$ cat src/rtl/seq_mult4_pkg.sv
// rtl/seq_mult4_pkg.sv - shared state encoding and default width for seq_mult4
package seq_mult4_pkg;

  localparam int DEF_WIDTH = 4;

  typedef enum logic [1:0] {
    S_IDLE = 2'd0,
    S_RUN  = 2'd1,
    S_DONE = 2'd2
  } state_e;

endpackage

$ cat src/rtl/seq_mult4_if.sv
// rtl/seq_mult4_if.sv - start/busy/done handshake and operand/product bus
interface seq_mult4_if
  import seq_mult4_pkg::*;
#(
  parameter int WIDTH = DEF_WIDTH
);

  logic                 start;
  logic [WIDTH-1:0]     a_in;
  logic [WIDTH-1:0]     b_in;
  logic [2*WIDTH-1:0]   product;
  logic                 prod_we;
  logic                 busy;
  logic                 done;

  modport master (
    output start, a_in, b_in,
    input  product, prod_we, busy, done
  );

  modport slave (
    input  start, a_in, b_in,
    output product, prod_we, busy, done
  );

endinterface

$ cat src/rtl/seq_mult4_ctrl.sv
// rtl/seq_mult4_ctrl.sv - IDLE/RUN/DONE sequencer with iteration counter
module seq_mult4_ctrl
  import seq_mult4_pkg::*;
#(
  parameter int WIDTH = DEF_WIDTH
) (
  input  logic                                   clk,
  input  logic                                   res,
  input  logic                                   start_i,
  output logic                                   busy_o,
  output logic                                   done_o,
  output logic                                   prod_we_o,
  output logic                                   load_o,
  output logic                                   run_o,
  output logic [((WIDTH > 1) ? $clog2(WIDTH) : 1)-1:0] idx_o
);

  localparam int CW = (WIDTH > 1) ? $clog2(WIDTH) : 1;
  localparam logic [CW-1:0] LAST = CW'(WIDTH - 1);

  state_e        state_q;
  logic [CW-1:0] cnt_q;
  logic          busy_q;
  logic          done_q;

  // busy/done are registered alongside the state so they stay pure Moore outputs
  always_ff @(posedge clk or negedge res) begin
    if (!res) begin
      state_q <= S_IDLE;
      cnt_q   <= '0;
      busy_q  <= 1'b0;
      done_q  <= 1'b0;
    end else begin
      case (state_q)
        S_IDLE: begin
          if (start_i) begin
            state_q <= S_RUN;
            cnt_q   <= '0;
            busy_q  <= 1'b1;
          end
        end
        S_RUN: begin
          cnt_q <= cnt_q + 1'b1;
          if (cnt_q == LAST) begin
            state_q <= S_DONE;
            done_q  <= 1'b1;
          end
        end
        S_DONE: begin
          state_q <= S_IDLE;
          busy_q  <= 1'b0;
          done_q  <= 1'b0;
        end
        default: begin
          state_q <= S_IDLE;
          cnt_q   <= '0;
          busy_q  <= 1'b0;
          done_q  <= 1'b0;
        end
      endcase
    end
  end

  assign load_o    = (state_q == S_IDLE) && start_i;
  assign run_o     = (state_q == S_RUN);
  assign idx_o     = cnt_q;
  assign busy_o    = busy_q;
  assign done_o    = done_q;
  assign prod_we_o = done_q;

endmodule

$ cat src/rtl/seq_mult4.sv
// rtl/seq_mult4.sv - shift-add unsigned multiplier: operand registers and accumulator
module seq_mult4
  import seq_mult4_pkg::*;
#(
  parameter int WIDTH = DEF_WIDTH
) (
  input  logic        clk,
  input  logic        res,
  seq_mult4_if.slave  bus
);

  localparam int CW = (WIDTH > 1) ? $clog2(WIDTH) : 1;
  localparam int PW = 2 * WIDTH;

  logic             load;
  logic             run;
  logic [CW-1:0]    idx;
  logic [WIDTH-1:0] a_q;
  logic [WIDTH-1:0] b_q;
  logic [PW-1:0]    acc_q;
  logic [PW-1:0]    acc_d;

  seq_mult4_ctrl #(
    .WIDTH (WIDTH)
  ) u_ctrl (
    .clk       (clk),
    .res       (res),
    .start_i   (bus.start),
    .busy_o    (bus.busy),
    .done_o    (bus.done),
    .prod_we_o (bus.prod_we),
    .load_o    (load),
    .run_o     (run),
    .idx_o     (idx)
  );

  // the product of two WIDTH-bit values always fits in PW bits, so no carry is lost
  assign acc_d = acc_q + (PW'(a_q) << idx);

  always_ff @(posedge clk or negedge res) begin
    if (!res) begin
      a_q   <= '0;
      b_q   <= '0;
      acc_q <= '0;
    end else if (load) begin
      a_q   <= bus.a_in;
      b_q   <= bus.b_in;
      acc_q <= '0;
    end else if (run && b_q[idx]) begin
      acc_q <= acc_d;
    end
  end

  assign bus.product = acc_q;

endmodule

$ cat src/flat_wrapper.sv
// flat-port wrapper written by rule: the top's interface ports become plain ports
module seq_mult4_flat import seq_mult4_pkg::*;
#(
  parameter int WIDTH = DEF_WIDTH
)
  (clk, res, bus_start, bus_a_in, bus_b_in, bus_product, bus_prod_we, bus_busy, bus_done);
  seq_mult4_if #(.WIDTH(WIDTH)) bus_i ();
  input  logic clk;
  input  logic res;
  input wire logic [$bits(bus_i.start)-1:0] bus_start;
  input wire logic [$bits(bus_i.a_in)-1:0] bus_a_in;
  input wire logic [$bits(bus_i.b_in)-1:0] bus_b_in;
  output wire logic [$bits(bus_i.product)-1:0] bus_product;
  output wire logic [$bits(bus_i.prod_we)-1:0] bus_prod_we;
  output wire logic [$bits(bus_i.busy)-1:0] bus_busy;
  output wire logic [$bits(bus_i.done)-1:0] bus_done;
  assign bus_i.start = bus_start;
  assign bus_i.a_in = bus_a_in;
  assign bus_i.b_in = bus_b_in;
  assign bus_product = bus_i.product;
  assign bus_prod_we = bus_i.prod_we;
  assign bus_busy = bus_i.busy;
  assign bus_done = bus_i.done;
  seq_mult4 #(.WIDTH(WIDTH)) u_core (.clk(clk), .res(res), .bus(bus_i));
endmodule
$ cat config.mk
export PLATFORM = sky130hd
export DESIGN_NAME = seq_mult4_flat
export DESIGN_NICKNAME = d
export VERILOG_FILES = /design/src/rtl/seq_mult4_pkg.sv /design/src/rtl/seq_mult4_if.sv /design/src/rtl/seq_mult4_ctrl.sv /design/src/rtl/seq_mult4.sv /design/src/flat_wrapper.sv
export SDC_FILE = /design/constraint.sdc
export NUM_CORES = 1
export LEC_CHECK = 0
export BUFFER_PORTS_ARGS = -buffer_cell sky130_fd_sc_hd__buf_2
export CAP_MARGIN = 10
export CORE_MARGIN = 3
export CORE_UTILIZATION = 55
export DETAILED_ROUTE_END_ITERATION = 12
export PLACE_DENSITY_LB_ADDON = 0.1
export SLEW_MARGIN = 40
export SYNTH_ARGS = -nofsm -noshare
export SYNTH_HDL_FRONTEND = slang
export SYNTH_SLANG_ARGS = --single-unit
$ cat constraint.sdc
create_clock -name clk -period 3.7 [get_ports clk]
set_clock_uncertainty 0.2 [all_clocks]
set_input_delay 0.185 -clock clk [delete_from_list [all_inputs] [get_ports clk]]
set_output_delay 0.185 -clock clk [all_outputs]
set_load 0.01 [all_outputs]
# Word-level counts from Yosys, hierarchy flattened
# Index checks and enable logic that the tools add are counted.
[classes]
magnitude_cmp = 1
n_reduce_logical = 8
add_sub_neg = 2
n_bitwise = 3
eq_ne = 5
mux = 13
shift = 1
[ops]
columns = ["cell", "n"]
rows = [
  ["2-to-1 mux 8 bit", 2],
  ["adder 8 bit", 1],
  ["AND reduction 2 bit", 4],
  ["left shift 4 x 2 -> 8 bit", 1],
  ["2-to-1 mux 2 bit", 3],
  ["case mux 2 bit (3 select lines)", 1],
  ["equality test 2 bit, second input constant", 2],
  ["inequality test 2 bit, second input constant", 2],
  ["case mux 1 bit (2 select lines)", 2],
  ["case mux 2 bit (2 select lines)", 1],
  ["less-than comparator 2 x 3 -> 1 bit, second input constant", 1],
  ["2-to-1 mux 1 bit", 3],
  ["NOT 1 bit", 3],
  ["adder 2 x 1 -> 2 bit, second input constant", 1],
  ["binary-select mux 1 bit (select 2 bit)", 1],
  ["equality test 2 x 1 -> 1 bit, second input constant", 1],
  ["logical AND 1 bit", 2],
  ["zero test 2 bit", 1],
  ["nonzero test 2 bit", 1],
]
[word_totals]
register_bits = 22
in_bits = 11
out_inout_bits = 11

# Logic depth before layout (Yosys ltp)
# Gate-level depths: netlist of the first run.
[depth]
depth_word = 5
mapped_depth = 9

# Cells and area by module
# Synthesis of the first run repeated with hierarchy kept, for this count alone.
[hier_totals]
cells_unflattened = 125
area_unflattened_um2 = 1315.0
[modules_own_cells]
columns = ["mod", "area_per_inst_um2", "cells_per_inst", "n_inst"]
rows = [
  ["seq_mult4", 1046.0, 101, 1],
  ["seq_mult4_ctrl", 269.0, 24, 1],
]

# Worst setup path after synthesis of the first run
# No wires, ideal clock.
[synth_path]
path_type = "reg-to-reg"
start = "reg u_core.u_ctrl.cnt_q[0] (netlist: u_core.u_ctrl.idx_o[0])"
end = "reg u_core.acc_q[6] (netlist: u_core.bus.product[6])"
setup_ps = 131
t_arrival_ps = 2030
synth_period_minus_slack_ps = 2361
setup_slack_ps = 1339
stages_incl_launch_ff = 9
cell_sequence = "dfrtp_1 -> clkbuf_1 -> mux2i_1 -> nor2_1 -> fa_1 -> a211o_1 -> o211ai_1 -> a2111o_1 -> o211ai_1"
[synth_between]
elab_chain_len = 4
elab_cells_between_ends = 8
cone_classes = "1 x add/sub; 1 x shift; 4 x mux; 2 x reduce/logical"
[synth_lines]
columns = ["element", "line", "rtl"]
rows = [
  ["from (decl)", "seq_mult4_ctrl.sv:22", "logic [CW-1:0] cnt_q;"],
  ["from (signal assigned)", "seq_mult4_ctrl.sv:43", "cnt_q <= cnt_q + 1'b1;"],
  ["left shift 4 x 2 -> 8 bit or binary-select mux 1 bit (select 2 bit) (tied branches)", "seq_mult4.sv:38, seq_mult4.sv:49", ""],
  ["adder 8 bit or 2-to-1 mux 1 bit (tied branches)", "seq_mult4.sv:38, seq_mult4.sv:49", ""],
  ["2-to-1 mux 8 bit or logical AND 1 bit (tied branches)", "seq_mult4.sv:49", "end else if (run && b_q[idx]) begin"],
  ["2-to-1 mux 8 bit or nonzero test 2 bit (tied branches)", "--", ""],
  ["to (signal assigned)", "seq_mult4.sv:44", "acc_q <= '0;"],
  ["to (signal assigned)", "seq_mult4.sv:48", "acc_q <= '0;"],
  ["to (signal assigned)", "seq_mult4.sv:50", "acc_q <= acc_d;"],
  ["to (decl)", "seq_mult4.sv:20", "logic [PW-1:0] acc_q;"],
]
# Parallel ways exist; a longest one is shown, timed or not. The select of a mux whose other input is x is not followed.
# A chain may end at the register's enable or synchronous reset.

# Final worst setup path of the first run
# Ends and elaborated chain as after synthesis.

==> flow_metrics.tcl, run 1 <==
set metrics [dict create \
    outcome "complete, no violations" \
    switching_power_uw 555 \
    cts_resized 0 \
    leakage_uw 0.000776 \
    grt_pass1_vias 1047 \
    clk-insertion-delay-late_ns 0.32 \
    worst-path-max-fanout 13 \
    cts_made_buffers 3 \
    drt_pre_antenna_iters 4 \
    synth_compound_gate_area_share_pct 14.9 \
    r2r_setup_slack_ns 1.17 \
    synth_edf_count 0 \
    grt_antenna_before_repair 0 \
    via_count 1058 \
    layout-drive-gt1-share_pct 19.0 \
    worst_slew_pin_slew_ns 0.616 \
    cts_root_buffer "clkbuf_4" \
    clock_path_buffers 2 \
    synth_largest_area_cell "dfrtp_1" \
    r2r_end "u_core.bus.product[6]" \
    die_height_um 53.9 \
    final.setup.tns_ns 0 \
    max_freq_mhz 396 \
    post_synth_xor_area_fraction_pct 1.39 \
    cp-startpoint "u_core.u_ctrl.idx_o[0]" \
    cp_data_arrival_time_ns 2.53 \
    worst_path_max_delay_cell "dfrtp_1" \
    path_clk_slew_ns 0.13 \
    report.final.hold_viol_count 0 \
    final_area_um2 1520 \
    placement_rows 16 \
    setup_viol 0 \
    yosys_most_used_dff "dfrtp_1" \
    yosysWarnings 0 \
    detail_route.vias_per_cell 5.57 \
    synth_sequential_area_ratio_pct 43.6 \
    final_max_slew_viol_count 0 \
    drt_wl_total_um 2700 \
    seqPwrFrac_pct 34.8 \
    wire_length_of_the_first_global_routing_pass_um 4540 \
    critPathKind "flip-flop to flip-flop" \
    ctsHtreeMaxLevel 1 \
    cp_num_cells 7 \
    initial_utilization_pct 61.2 \
    timing.critical_path.from_type "flip-flop" \
    largest_net_degree_at_the_start_of_global_routing 23 \
    tritoncts "yes" \
    sw_share_pct 42.4 \
    combinational_family_with_the_most_area_after_synthesis "simple AND/OR/NAND/NOR gates" \
    port-buffer-count 21 \
    io_pins 22 \
    rsz0062_at_grt "no" \
    place.gp.congestion 0.819 \
    synth-simple-area-share_pct 21.1 \
    drt-wirelength-per-cell_um 14.2 \
    core_area_um2 2060 \
    postSynthNetCount 153 \
    synth_fa_ha_area_share_pct 9.51 \
    final_net_count 184 \
    path_class_of_the_lowest_slack_min_delay_path "primary input to asynchronous set/reset pin" \
    ys_top_cells_by_area "dfrtp_1 44%, nand2_1 11%, ha_1 7.9%" \
    post-dp-hpwl_um 1890 \
    cp.required_ns 3.71 \
    mappedNetlistArea_um2 1260 \
    overflow 0 \
    worstPathBufferInverterCount 0 \
    max_cap_violations 0 \
    post_synthesis_cells 133 \
    syn_area_per_cell_um2 9.49 \
    reg2reg_from "u_core.u_ctrl.idx_o[0]" \
    grt_use_total_pct 22.0 \
    timing.critical_path.to_type "flip-flop" \
    critPathTopFamily "compound AO/OA/AOI/OAI gates" \
    tritoncts_num_sinks 22 \
    final_antenna_net_count 0 \
    initialDrtViolationCount 19 \
    clockPowerShare_pct 14.4 \
    place_worst_setup_slack_ns 1.25 \
    setup.worst_path.end "u_core.bus.product[6]" \
    critical_path.most_common_cell "o211ai_1" \
    layout_min_cycle_time_ns 2.53 \
    chipWidth_um 53.9 \
    critical_path.cell_chain "nor3b_1 > ha_1 > fa_1 > a211o_1 > o211ai_1 > a2111o_1 > o211ai_1" \
    irDropWorstVdd_v 0.000478 \
    diodes 0 \
    synth_top_cell_area_share_pct 43.6 \
    power.combinational.fraction_pct 50.8 \
    cpPeakStageDelay_ns 0.65 \
    intPower_uw 755 \
    dieArea_um2 2910 \
    postSynthRegisterBits 22 \
    post-cts-setup-buffers 0 \
    powerDensity_nw_per_um2 860 \
    timing.reg2reg.worst_path_depth 7 \
    place_area_um2 1370 \
    synth.lib_cells_used.distinct 36 \
    synthArstFlopShare_pct 100 \
    yosys-mux-area-fraction_pct 6.74 \
    finished_core_util_pct 73.8 \
    totalPowerFinal_uw 1310 \
    min_period_over_period_pct 68.3 \
    finalWorstSetupSlack_ns 1.17 \
    remaining_design_rule_violation_count 0 \
    max-slew-margin-rel_pct 58.8 \
    area_growth_pct 20.6 \
]
[synthesized netlist by cell type, types with 2 or more instances]
cell      count
nor2b_1       2
mux2_2        2
a211o_1       2
dfrtp_1      22
o211ai_1      2
nand2_1      37
o21ai_0       4
a21oi_1       6
a211oi_1      2
xnor2_1       2
a21o_1        4
clkbuf_1      2
ha_1          8
mux2i_1       4
nor2_1        5
nand3_1       7
o21ai_1       2
and2_1        2
[cell type report]
class | instances | area, um2
inverter | 1 | 3.75
multi-input combinational | 105 | 677
clock inverter | 1 | 30.0
sequential | 22 | 551
clock buffer | 3 | 22.5
fill | 154 | 539
tap | 27 | 33.8
timing repair buffer | 31 | 205
[repair_timing]
| item | 4_1_cts | 5_1_grt |
|---|---|---|
| hold buffers | 10 | 0 |
| endpoints found under the hold margin | 31 | 0 |
| endpoints found under the setup margin | 0 | 0 |
[routing by layer]
metal	share of wire, %	GRT usage (%)
met5	0	0
met3	3.8	2.77
met4	2.1	11.1
met2	48	37.5
met1	46	27.0
[cell usage in the layout (no fill, tap or decap), types with 2 or more instances in the layout]
cell / count
nand2_1: 37
dfrtp_1: 22
buf_2: 21
dlygate4sd3_1: 10
ha_1: 8
nand3_1: 7
a21oi_1: 6
nor2_1: 5
mux2i_1: 4
o21ai_0: 4
a21o_1: 4
clkbuf_4: 3
nor2b_1: 2
mux2_2: 2
and2_1: 2
o21ai_1: 2
a211oi_1: 2
a211o_1: 2
o211ai_1: 2
xnor2_1: 2
[power by group through the flow]
stage          clock (uW)  sequential (uW)  combinational [uW]
6_report              189              456                 665
5_1_grt               202              473                 742
4_1_cts               191              454                 666
3_5_place_dp            0              461                 643
3_3_place_gp            0              451                 623
2_1_floorplan           0              434                 531
[kinds of logic (layout without fill, tap and decap cells)]
| kind of cell | count (synthesis) | after routing |
|---|---|---|
| xor gates and xnor gates | 2 | 2 |
| adders and majority gates | 9 | 9 |
| AOI/OAI and AO/OA | 28 | 28 |
| and+or+nand+nor | 59 | 59 |
| DFF | 22 | 22 |
| buffers and inverters | 6 | 36 |
| muxes | 7 | 7 |
[through the flow]
step / instances / hold WS (ns)
2_1_floorplan: 133 / -0.311
3_3_place_gp: 176 / -0.0370
3_5_place_dp: 176 / -0.0257
4_1_cts: 190 / 0.151
5_1_grt: 190 / 0.191
6_report: 190 / 0.147
[sequential cells by signal, indices dropped and copies added (netlist names)]
register / flops
u_core.u_ctrl.state_q: 2
u_core.u_ctrl.done_o: 1
u_core.u_ctrl.idx_o: 2
u_core.bus.product: 8
u_core.b_q: 4
u_core.a_q: 4
u_core.u_ctrl.busy_o: 1
[worst min path at each step]
stage | slack [ns] | end | from | cells past startpoint
after floorplan | -0.31 | u_core.a_q[0] | res | 0
after global placement | -0.04 | u_core.u_ctrl.state_q[0] | res | 1
after detailed placement | -0.03 | u_core.u_ctrl.state_q[1] | res | 1
after CTS | 0.15 | u_core.u_ctrl.state_q[1] | res | 2
after global routing | 0.19 | u_core.u_ctrl.state_q[1] | res | 2
final | 0.15 | u_core.bus.product[0] | res | 2
(Power assumes the default switching activity.)
==> run 2: changes to the inputs <==
--- a/config.mk
+++ b/config.mk
@@ -8,7 +8,7 @@
 export BUFFER_PORTS_ARGS = -buffer_cell sky130_fd_sc_hd__buf_2
 export CAP_MARGIN = 10
 export CORE_MARGIN = 3
-export CORE_UTILIZATION = 55
+export CORE_UTILIZATION = 54
 export DETAILED_ROUTE_END_ITERATION = 12
 export PLACE_DENSITY_LB_ADDON = 0.1
 export SLEW_MARGIN = 40
==> constraint.sdc (replaced) <==
create_clock -name clk -period 2.55 [get_ports clk]
set_clock_uncertainty 0.2 [all_clocks]
set_input_delay 0.1275 -clock clk [delete_from_list [all_inputs] [get_ports clk]]
set_output_delay 0.1275 -clock clk [all_outputs]
set_load 0.01 [all_outputs]
==> run 2 against run 1 <==
Compared with the run above:
- first-iteration DRC count fell by 37%
- core utilization fell by 0.29 points
- count of clock-buffer cells in the layout did not move
- die area rose by 1.6%
- worst hold slack got worse by 0.073 ns
- total power rose by 46%
- register-to-register slack got worse by 0.95 ns
- non-clock buffer count rose by 1
- sequential share of layout area fell by 0.13 points
- critical path type unchanged
- largest cell class unchanged
==> flow_metrics.tcl, run 2 (synthesis results as in run 1) <==
set metrics [dict create \
    cp_data_arrival_time_ns 2.37 \
    rsz0062_at_grt "no" \
    multi_input_area_um2 677 \
    worst-path-max-fanout 11 \
    port-buffer-count 21 \
    detail_route.vias_per_cell 5.64 \
    layout-drive-gt1-share_pct 20.1 \
    final_cell_mix "37 x nand2_1, 21 x buf_2, 21 x dfrtp_1, 10 x dlygate4sd3_1, 8 x ha_1" \
    die_height_um 54.4 \
    clock_path_buffers 2 \
    layout_min_cycle_time_ns 2.33 \
    grt_antenna_before_repair 0 \
    place_worst_setup_slack_ns 0.173 \
    finalWorstSetupSlack_ns 0.221 \
    largest_net_degree_at_the_start_of_global_routing 23 \
    post-dp-hpwl_um 1880 \
    timing.reg2reg.worst_path_depth 8 \
    placement_rows 16 \
    clk-insertion-delay-late_ns 0.33 \
    initial_utilization_pct 60.6 \
    timing.critical_path.from_type "flip-flop" \
    worst_slew_pin_slew_ns 0.638 \
    report.final.hold_viol_count 0 \
    ctsHtreeMaxLevel 1 \
    tritoncts "yes" \
    critPathKind "flip-flop to flip-flop" \
    drt-wirelength-per-cell_um 13.6 \
    cts_root_buffer "clkbuf_4" \
    layout_commonest_cell "nand2_1" \
    wire_length_of_the_first_global_routing_pass_um 4500 \
    place.gp.congestion 0.792 \
    path_clk_slew_ns 0.14 \
    remaining_design_rule_violation_count 0 \
    initialDrtViolationCount 12 \
    grt_pass1_vias 1032 \
    io_pins 22 \
    max_reg_flops 8 \
    chipWidth_um 54.4 \
    max_cap_violations 0 \
    final_net_count 185 \
    layout.area.seq_um2 552 \
    num-fill-cells 170 \
    final.setup.tns_ns 0 \
    placed_cells 177 \
    leakage_uw 0.000780 \
    finished_core_util_pct 73.6 \
    drt_wl_total_um 2600 \
    grt_use_total_pct 21.6 \
    tritoncts_num_sinks 22 \
    overflow 0 \
    min_period_over_period_pct 91.4 \
    drt_pre_antenna_iters 5 \
    irDropWorstVdd_v 0.000656 \
    timing.critical_path.to_type "flip-flop" \
    powerDensity_nw_per_um2 1250 \
    final_max_slew_viol_count 0 \
    setup_viol 0 \
    final_cells 191 \
    diodes 0 \
    max_freq_mhz 429 \
    via_count 1077 \
    outcome "complete, no violations" \
    core_area_um2 2080 \
    dieArea_um2 2950 \
    final_antenna_net_count 0 \
    cts_made_buffers 3 \
    max-slew-margin-rel_pct 57.4 \
    path_class_of_the_lowest_slack_min_delay_path "primary input to asynchronous set/reset pin" \
    cp.required_ns 2.59 \
    post-cts-setup-buffers 0 \
    area_growth_pct 21.3 \
]
==> run 2: cell count changes in the layout (fill, tap and decap cells not counted), sizes merged <==
| cell | delta |
|---|---|
| buf | +1 |
==> run 2: critical path, cell delays in order (launching register included) <==
cell,delay [ns]
dfrtp_2,0.49
mux2_2,0.37
nor2_1,0.10
a21oi_1,0.05
ha_1,0.36
nand2_1,0.11
a21o_1,0.17
and3b_1,0.18
o31ai_1,0.22
==> run 2: path summary, 6_finish.rpt <==
kind | from | to | slack [ns]
worst min-delay path | res | u_core.a_q[3] | 0.07
worst max register to register | u_core.u_ctrl.idx_o[1] | u_core.bus.product[5] | 0.22
worst max-delay path | u_core.u_ctrl.idx_o[1] | u_core.bus.product[5] | 0.22
worst min register to register | u_core.bus.product[7] | u_core.bus.product[7] | 0.28
min in group clk | u_core.bus.product[7] | u_core.bus.product[7] | 0.28
max in group asynchronous | res | u_core.u_ctrl.idx_o[1] | 1.72
==> run 2: area by class of cell <==
| type | count | share of cell area [%] |
|---|---|---|
| Clock buffer | 3 | 1.47 |
| Timing Repair Buffer | 32 | 13.9 |
| Tap cell | 27 | 2.21 |
| Sequential cell | 22 | 36.0 |
| Clock inverter | 1 | 1.96 |
| Inverter | 1 | 0.245 |
| Multi-Input combinational cell | 105 | 44.2 |
==> run 2: per-stage QoR <==
stage | hold WS (ns) | power [uW] | instance area [um2]
floorplan | -0.368 | 1400 | 1260
global placement | -0.0955 | 1570 | 1380
detailed placement | -0.0860 | 1620 | 1380
CTS | 0.0884 | 1910 | 1530
global route | 0.134 | 2090 | 1530
finish | 0.0742 | 1910 | 1530
==> run 2: timing repair <==
item,in CTS,in global routing
hold buffers,10,0
gates resized for setup,0,1
hold endpoints to repair,31,0
endpoints found under the setup margin,0,2
==> run 2: per-layer routing <==
| layer | routed length (um) | part of all wire (%) | vias to the layer above | global-route usage (%) |
|---|---|---|---|---|
| met5 | 0 | 0 | - | 0 |
| met4 | 52 | 2.0 | 0 | 11.2 |
| met3 | 153 | 5.9 | 5 | 2.45 |
| met2 | 1180 | 45 | 34 | 34.7 |
| met1 | 1220 | 47 | 506 | 28.7 |
| li1 | - | - | 532 | - |
==> run 2: where the power goes <==
group          leakage (uW)  internal [uW]  total, uW  switching [uW]
Clock             0.0000279            159        279             120
Combinational      0.000476            448        986             538
Sequential         0.000276            499        646             147
Total              0.000780           1110       1910             805
==> run 3: changes to the inputs <==
--- a/config.mk
+++ b/config.mk
@@ -5,7 +5,7 @@
 export SDC_FILE = /design/constraint.sdc
 export NUM_CORES = 1
 export LEC_CHECK = 0
-export BUFFER_PORTS_ARGS = -buffer_cell sky130_fd_sc_hd__buf_2
+export BUFFER_PORTS_ARGS = -buffer_cell sky130_fd_sc_hd__buf_4
 export CAP_MARGIN = 10
 export CORE_MARGIN = 3
 export CORE_UTILIZATION = 54
==> run 3 against run 2 <==
Compared with the run above:
- worst setup slack got worse by 0.032 ns
- die area unchanged
- flip-flop and latch count stayed put
- sequential power is 2% higher
- sequential share of layout area fell by 1.2 points
- core utilization is 2.5 points higher
- largest power group unchanged
==> flow_metrics.tcl, run 3 (synthesis results as in run 1) <==
set metrics [dict create \
    outcome "complete, no violations" \
    global_route.peak_usage_layer "met2" \
    initialDrtViolationCount 30 \
    port-buffer-count 21 \
    setup_viol 0 \
    tritoncts "yes" \
    reg2reg_from "u_core.u_ctrl.idx_o[1]" \
    final_max_slew_viol_count 0 \
    path_clk_slew_ns 0.14 \
    initial_utilization_pct 60.6 \
    drt_wl_total_um 2850 \
    grt_use_total_pct 23.7 \
    dieArea_um2 2950 \
    cpPeakStageDelay_ns 0.49 \
    path_class_of_the_lowest_slack_min_delay_path "primary input to asynchronous set/reset pin" \
    r2r_end "u_core.bus.product[5]" \
    leakage_uw 0.000793 \
    critical_path.cell_chain "mux2_2 > nor2_1 > a21oi_1 > ha_1 > nand2_1 > a21o_1 > and3b_1 > o31ai_1" \
    grt_pass1_vias 1101 \
    layout-drive-gt1-share_pct 20.1 \
    final_cell_mix "37 x nand2_1, 22 x buf_4, 21 x dfrtp_1, 10 x dlygate4sd3_1, 8 x ha_1" \
    timing.reg2reg.worst_path_depth 8 \
    final.setup.tns_ns 0 \
    remaining_design_rule_violation_count 0 \
    layout_min_cycle_time_ns 2.36 \
    globalRouteMet2Util_pct 40.6 \
    timing.critical_path.from_type "flip-flop" \
    cts_made_buffers 3 \
    min_period_over_period_pct 92.6 \
    largest_net_degree_at_the_start_of_global_routing 23 \
    cts_root_buffer "clkbuf_4" \
    tritoncts_num_sinks 22 \
    final_net_count 185 \
    chipWidth_um 54.4 \
    worst_slew_pin_slew_ns 0.613 \
    cp_data_arrival_time_ns 2.41 \
    max-slew-margin-rel_pct 59.0 \
    place.gp.congestion 0.775 \
    post-dp-hpwl_um 1910 \
    cp.required_ns 2.60 \
    rsz0062_at_grt "no" \
    io_pins 22 \
    max_cap_violations 0 \
    via_count 1086 \
    clk-insertion-delay-late_ns 0.33 \
    timing.critical_path.to_type "flip-flop" \
    grt.met3_usage_pct 5.45 \
    layout_commonest_cell "nand2_1" \
    final_area_um2 1580 \
    diodes 0 \
    clock_path_buffers 2 \
    wire_length_of_the_first_global_routing_pass_um 4810 \
    ctsHtreeMaxLevel 1 \
    worst_path_max_delay_cell "dfrtp_2" \
    place_area_um2 1430 \
    max_reg_flops 8 \
    core_area_um2 2080 \
    placement_rows 16 \
    groute.layer.met1.usage_pct 27.1 \
    report.final.hold_viol_count 0 \
    max_freq_mhz 424 \
    worst-path-max-fanout 11 \
    detail_route.vias_per_cell 5.69 \
    drt_pre_antenna_iters 4 \
    drt-wirelength-per-cell_um 14.9 \
    die_height_um 54.4 \
    irDropWorstVdd_v 0.000867 \
    cp-startpoint "u_core.u_ctrl.idx_o[1]" \
    overflow 0 \
    critPathKind "flip-flop to flip-flop" \
    area_growth_pct 25.5 \
    final_antenna_net_count 0 \
    post-cts-setup-buffers 0 \
    powerDensity_nw_per_um2 1240 \
    grt_antenna_before_repair 0 \
    r2r_setup_slack_ns 0.19 \
]
==> run 3: worst max-delay path: cells and delay by family, from the launching register on <==
family | cells | cell delay [ns]
adder cells (fa/ha/maj) | 1 | 0.37
AO/OA/AOI/OAI | 3 | 0.46
flip-flops | 1 | 0.49
AND/OR/NAND/NOR | 3 | 0.39
multiplexers | 1 | 0.37
==> run 3: how the worst max path moves through the flow <==
stage / endpoint / slack (ns) / cells past startpoint
3_5_place_dp: u_core.bus.product[6] / 0.17 / 7
3_3_place_gp: u_core.bus.product[7] / 0.26 / 8
2_1_floorplan: u_core.bus.product[6] / 0.19 / 8
5_1_grt: u_core.bus.product[7] / 0.05 / 8
6_report: u_core.bus.product[5] / 0.19 / 8
4_1_cts: u_core.bus.product[5] / 0.1 / 8
==> run 3: area by class of cell <==
class                   count  area, um2
clock buffers               3       22.5
clock inverters             1       30.0
fillers                   152        498
inverters                   1       3.75
multi-input cells         105        677
flip-flops and latches     22        552
well taps                  27       33.8
repair buffers             32        265
==> run 3: power by group <==
group,total [uW],switching [uW],internal (uW),leakage [uW]
Clock,281,121,159,0.0000279
Combinational,1030,550,484,0.000489
Sequential,657,158,499,0.000276
==> run 3: repair_timing <==
action / CTS / global route
endpoints found under the hold margin: 32 / 0
resized for setup: 0 / 1
hold buffers: 10 / 0
setup endpoints to repair: 0 / 2
==> run 3: per-stage QoR <==
step | cells | hold slack [ns] | worst slack [ns] | util (%) | total power (uW)
finish | 191 | 0.00348 | 0.189 | 76.1 | 1970
global route | 191 | 0.0237 | 0.0503 | 76.1 | 2140
CTS | 191 | 0.0140 | 0.0982 | 76.0 | 1970
detailed placement | 177 | -0.171 | 0.169 | 68.7 | 1660
global placement | 177 | -0.176 | 0.257 | 68.7 | 1610
floorplan | 133 | -0.368 | 0.189 | - | 1400
==> run 3: per-layer routing <==
| layer | vias up | wire (um) |
|---|---|---|
| met5 | - | 0 |
| met4 | 0 | 72 |
| met3 | 6 | 132 |
| met2 | 26 | 1400 |
| met1 | 524 | 1250 |
| li1 | 530 | - |
